### config.mk
export PLATFORM = sky130hd
export DESIGN_NAME = tg_pulse_gen_flat
export DESIGN_NICKNAME = d
export VERILOG_FILES = /design/src/rtl/tg_pulse_gen_if.sv /design/src/rtl/tg_pulse_gen.sv /design/src/flat_wrapper.sv
export SDC_FILE = /design/constraint.sdc
export NUM_CORES = 1
export LEC_CHECK = 0
export CAP_MARGIN = 20
export CORE_ASPECT_RATIO = 1.1
export CORE_MARGIN = 1.5
export CORE_UTILIZATION = 45
export DETAILED_ROUTE_END_ITERATION = 10
export GPL_TIMING_DRIVEN = 1
export PLACE_DENSITY_LB_ADDON = 0.3
export SLEW_MARGIN = 10
export SYNTH_ARGS = -nofsm -noshare
export SYNTH_HDL_FRONTEND = slang
export SYNTH_SLANG_ARGS = --single-unit
### constraint.sdc
create_clock -name clk -period 2.11 [get_ports clk]
set_input_delay 0.5275 -clock clk [delete_from_list [all_inputs] [get_ports clk]]
set_output_delay 0.5275 -clock clk [all_outputs]
set_load 0.005 [all_outputs]
### src/rtl/tg_pulse_gen_if.sv
// Handshake/bus bundle for the pulse generator.
// master: the requester, which drives start/width/gap/count and observes the status lines.
// slave : the generator, which drives pulse_out/busy/done/err_zero_width.
interface tg_pulse_gen_if #(parameter int CNT_W = 4) ();
  logic             start;
  logic [CNT_W-1:0] width;
  logic [CNT_W-1:0] gap;
  logic [CNT_W-1:0] count;
  logic             pulse_out;
  logic             busy;
  logic             done;
  logic             err_zero_width;

  modport master (output start, width, gap, count,
                  input  pulse_out, busy, done, err_zero_width);
  modport slave  (input  start, width, gap, count,
                  output pulse_out, busy, done, err_zero_width);
endinterface

### src/rtl/tg_pulse_gen.sv
// Pulse-train generator for the DA_test lines.
// A start request in IDLE starts a train of `count` high pulses. Each pulse is `width`
// cycles long, and consecutive pulses are separated by `gap` low cycles.
// Ports:
//   clk   - clock, posedge
//   C_rst - synchronous active-high reset
//   bus   - slave side of tg_pulse_gen_if:
//           start/width/gap/count in; pulse_out/busy/done/err_zero_width out (all registered)
module tg_pulse_gen #(
  parameter int CNT_W = 4
) (
  input  logic             clk,
  input  logic             C_rst,
  tg_pulse_gen_if.slave    bus
);
  typedef enum logic [1:0] {IDLE, HIGH, GAP} state_t;

  localparam logic [CNT_W-1:0] ONE = CNT_W'(1);

  state_t           state, state_nx;
  logic [CNT_W-1:0] w_sh, w_sh_nx;    // latched width, reloaded at every HIGH entry
  logic [CNT_W-1:0] g_sh, g_sh_nx;    // latched gap, already forced to at least 1
  logic [CNT_W-1:0] w_cnt, w_cnt_nx;
  logic [CNT_W-1:0] g_cnt, g_cnt_nx;
  logic [CNT_W-1:0] p_cnt, p_cnt_nx;  // pulses remaining, including the current one
  logic             pulse_q, pulse_nx;
  logic             busy_q, busy_nx;
  logic             done_q, done_nx;
  logic             err_q, err_nx;

  always_ff @(posedge clk) begin
    if (C_rst) begin
      state   <= IDLE;
      w_sh    <= '0;
      g_sh    <= '0;
      w_cnt   <= '0;
      g_cnt   <= '0;
      p_cnt   <= '0;
      pulse_q <= 1'b0;
      busy_q  <= 1'b0;
      done_q  <= 1'b0;
      err_q   <= 1'b0;
    end else begin
      state   <= state_nx;
      w_sh    <= w_sh_nx;
      g_sh    <= g_sh_nx;
      w_cnt   <= w_cnt_nx;
      g_cnt   <= g_cnt_nx;
      p_cnt   <= p_cnt_nx;
      pulse_q <= pulse_nx;
      busy_q  <= busy_nx;
      done_q  <= done_nx;
      err_q   <= err_nx;
    end
  end

  // The next-state logic computes the next value of every output as well, so each output
  // leaves a flop and no input reaches an output combinationally.
  always_comb begin
    state_nx = state;
    w_sh_nx  = w_sh;
    g_sh_nx  = g_sh;
    w_cnt_nx = w_cnt;
    g_cnt_nx = g_cnt;
    p_cnt_nx = p_cnt;
    pulse_nx = pulse_q;
    busy_nx  = busy_q;
    done_nx  = 1'b0;
    err_nx   = 1'b0;
    case (state)
      IDLE: begin
        pulse_nx = 1'b0;
        busy_nx  = 1'b0;
        if (bus.start) begin
          if (bus.width != '0) begin
            w_sh_nx  = bus.width;
            g_sh_nx  = (bus.gap == '0) ? ONE : bus.gap;
            p_cnt_nx = (bus.count == '0) ? ONE : bus.count;
            w_cnt_nx = bus.width;
            pulse_nx = 1'b1;
            busy_nx  = 1'b1;
            state_nx = HIGH;
          end else begin
            // A zero-width pulse could never satisfy the downstream checker, so the
            // request is refused and flagged instead.
            err_nx = 1'b1;
          end
        end
      end
      HIGH: begin
        if (w_cnt <= ONE) begin
          pulse_nx = 1'b0;
          p_cnt_nx = p_cnt - ONE;
          if (p_cnt <= ONE) begin
            busy_nx  = 1'b0;
            done_nx  = 1'b1;
            state_nx = IDLE;
          end else begin
            g_cnt_nx = g_sh;
            state_nx = GAP;
          end
        end else begin
          w_cnt_nx = w_cnt - ONE;
        end
      end
      GAP: begin
        if (g_cnt <= ONE) begin
          w_cnt_nx = w_sh;
          pulse_nx = 1'b1;
          state_nx = HIGH;
        end else begin
          g_cnt_nx = g_cnt - ONE;
        end
      end
      default: state_nx = IDLE;
    endcase
  end

  assign bus.pulse_out      = pulse_q;
  assign bus.busy           = busy_q;
  assign bus.done           = done_q;
  assign bus.err_zero_width = err_q;
endmodule

### src/flat_wrapper.sv
// flat-port wrapper written by rule: the top's interface ports become plain ports
module tg_pulse_gen_flat 
#(
  parameter int CNT_W = 4
)
  (clk, C_rst, bus_start, bus_width, bus_gap, bus_count, bus_pulse_out, bus_busy, bus_done, bus_err_zero_width);
  tg_pulse_gen_if #(.CNT_W(CNT_W)) bus_i ();
  input  logic clk;
  input  logic C_rst;
  input wire logic [$bits(bus_i.start)-1:0] bus_start;
  input wire logic [$bits(bus_i.width)-1:0] bus_width;
  input wire logic [$bits(bus_i.gap)-1:0] bus_gap;
  input wire logic [$bits(bus_i.count)-1:0] bus_count;
  output wire logic [$bits(bus_i.pulse_out)-1:0] bus_pulse_out;
  output wire logic [$bits(bus_i.busy)-1:0] bus_busy;
  output wire logic [$bits(bus_i.done)-1:0] bus_done;
  output wire logic [$bits(bus_i.err_zero_width)-1:0] bus_err_zero_width;
  assign bus_i.start = bus_start;
  assign bus_i.width = bus_width;
  assign bus_i.gap = bus_gap;
  assign bus_i.count = bus_count;
  assign bus_pulse_out = bus_i.pulse_out;
  assign bus_busy = bus_i.busy;
  assign bus_done = bus_i.done;
  assign bus_err_zero_width = bus_i.err_zero_width;
  tg_pulse_gen #(.CNT_W(CNT_W)) u_core (.clk(clk), .C_rst(C_rst), .bus(bus_i));
endmodule
==> out/results.tsv <==
metric	value	unit
nets	247	
leakage	0.7335	nW
m1WireLength	1531	um
firstDrtPassIters	8	
yosysTopAreaCell	dfxtp_1	
cts_buffers	3	
slew_violations	0	
synthToLayoutAreaGrowth	25.81	%
avgViaCountPerCell	5.627	
synth_area_per_cell	7.920	um^2
hold_ws	0.4684	ns
syn-instance-count	191	
grt_pass1_wl	5802	um
crit_type	reg2reg	
post_cts_buffers	0	
routedWlPerCell	13.19	um
worstMarginPinSlew	0.6386	ns
core_area	3127	um^2
die_height	63.81	um
htreeDepth	1	
ys_seq_elements	26	
dp_slack	-0.2079	ns
layout_setup_ws	0.1112	ns
drive_gt1_frac	0.1810	
grt_pass1_vias	1348	
overflow	0	
route.vias.total	1435	
portBuffers	18	
ys_top_cells_by_count	27 x nand2_1, 26 x dfxtp_1, 22 x nor2_1	
critPathMaxFanout	6	
root_buffer	clkbuf_4	
ys.flop_type	dfxtp_1	
max_freq	0.5003	GHz
fp-row-count	21	
wl_met2	1668	um
nFillCells	282	
period_needed	1.999	ns
clock_sinks	26	
initial_utilization	0.4838	
synth_area_leaders	dfxtp_1 34%, ha_1 8.3%, nand2_1 6.7%	
async_flop_share	0	
synth_enable_flop_cells	0	
antenna-diode-count	0	
startpoint_type	register	
post-route-drc-count	2	
drt_iter0_markers	51	
fin_skew	0.004678	ns
ys_warn_count	0	
cp-end-kind	register	
insertion_delay	0.33	ns
period_share	0.9473	
io_pins	19	
slew_headroom	0.5729	
yosysMostFrequentCell	nand2_1	
gp_congestion	0.8319	
ys_types	44	
hpwlAfterDp	2565	um
die_w	58.28	um
hold_violations	0	
syn_nets	216	
ys_seq_area_frac	0.3441	
crit_arrival	2.27	ns
hold_buffers	0	
instances_no_fill	255	
grt_setup_unrepaired	false	
cts.path.max_buffers	2	
clk_pin_slew_worst_paths	0.15	ns
hold_class	reg2reg	
ant_nets	0	
peakVddDrop	0.6700	mV
cap_violations	0	
grt_usage	0.1960	
dp_cells	251	
violations	DRC	
setup_viol	0	
dieArea	3719	um^2
drt_wl_total	3364	um
powerDensity	1319	nW/um^2
routed.top_layer	met4	
antenna_found_initial	0	
wl_met3	132	um
synth_top_area_frac	0.3441	
cts_tree	done	
grt_max_degree	18	
synth_area	1513	um^2
cp.required	2.38	ns
status	complete, but fails checks	
## logic make-up after synthesis
kind of cell    synth area share
compound gates            0.2250
buf+inv                  0.05789
flops                     0.3441
simple gates              0.2506
fa+ha+maj                0.08271
mux                      0.03391
xor+xnor                0.005791
## worst max-delay path, stage by stage (launching register included)
cell     delay [ns]
dfxtp_1        0.37
inv_1          0.08
ha_2           0.18
nor2_1         0.05
o31a_1         0.37
or3_4          0.40
or3_4          0.37
a21oi_2        0.12
## power by group
part / internal, mW / total [mW] / switching [mW]
clock: 0.192 / 0.353 / 0.161
combinational: 0.666 / 1.39 / 0.723
sequential: 0.630 / 0.768 / 0.137
total: 1.49 / 2.51 / 1.02
## path summary, 6_finish.rpt
path | start | endpoint | slack [ns] | depth (start not counted)
hold / removal | u_core.g_sh[1]$_SDFFE_PP0P_ | u_core.g_sh[1]$_SDFFE_PP0P_ | 0.47 | 2
setup reg to reg | u_core.g_cnt[1]$_SDFFE_PP0P_ | u_core.state[0]$_SDFFE_PP0P_ | 0.11 | 7
hold reg to reg | u_core.g_sh[1]$_SDFFE_PP0P_ | u_core.g_sh[1]$_SDFFE_PP0P_ | 0.47 | 2
setup / recovery | u_core.g_cnt[1]$_SDFFE_PP0P_ | u_core.state[0]$_SDFFE_PP0P_ | 0.11 | 7
## final cells by class
| cell class | count | area (um^2) | area share |
|---|---|---|---|
| Timing Repair Buffer | 35 | 307.8 | 0.1617 |
| Inverter | 12 | 45.04 | 0.02367 |
| Tap cell | 34 | 42.54 | 0.02235 |
| Multi-Input combinational cell | 144 | 930.9 | 0.4892 |
| Clock buffer | 3 | 22.52 | 0.01183 |
| Sequential cell | 26 | 524.3 | 0.2755 |
| Clock inverter | 1 | 30.03 | 0.01578 |
## stage by stage
| stage | power [mW] | TNS [ns] | util | cell area, um^2 |
|---|---|---|---|---|
| floorplan | 1.687 | 0 | - | 1513 |
| global placement | 2.060 | -0.8445 | 0.5822 | 1821 |
| detailed placement | 2.105 | -1.501 | 0.5822 | 1821 |
| CTS | 2.475 | 0 | 0.6010 | 1879 |
| global route | 2.717 | 0 | 0.6086 | 1903 |
| finish | 2.509 | 0 | 0.6086 | 1903 |
## placed cells by master, fill, tap and decap left out, drive strengths merged, types with 2 or more instances in the layout
cell,netlist,routed
o31a,3,3
or3,3,3
o21ai,11,11
dfxtp,26,26
a21oi,19,19
or2,3,3
o41ai,2,2
inv,12,12
nor2,22,22
a31oi,2,2
clkdlybuf4s50,0,18
mux2i,4,4
nor3,9,9
clkbuf,6,3
nor4,3,3
buf,3,17
nand3b,2,2
a22oi,2,2
nand2,27,27
a211o,4,4
ha,10,10
nor2b,2,2
or4,2,2
## metal layers
layer,GRT usage,vias up
met5,0,-
met4,0.06686,0
met3,0.02024,4
met2,0.3441,38
met1,0.2443,658
li1,-,735
## flip-flops by register name, summed over array words and instances, names as in the netlist
register	count
u_core.bus.busy	1
u_core.bus.done	1
u_core.bus.err_zero_width	1
u_core.bus.pulse_out	1
u_core.g_cnt	4
u_core.g_sh	4
u_core.p_cnt	4
u_core.state	2
u_core.w_cnt	4
u_core.w_sh	4
## what timing repair did
action | in CTS | in global routing
hold endpoints to repair | 0 | 0
gates resized for setup | 1 | 8
endpoints found under the setup margin | 1 | 7
pin swaps | 0 | 2
Note: power is estimated with default switching activity, not from simulation.
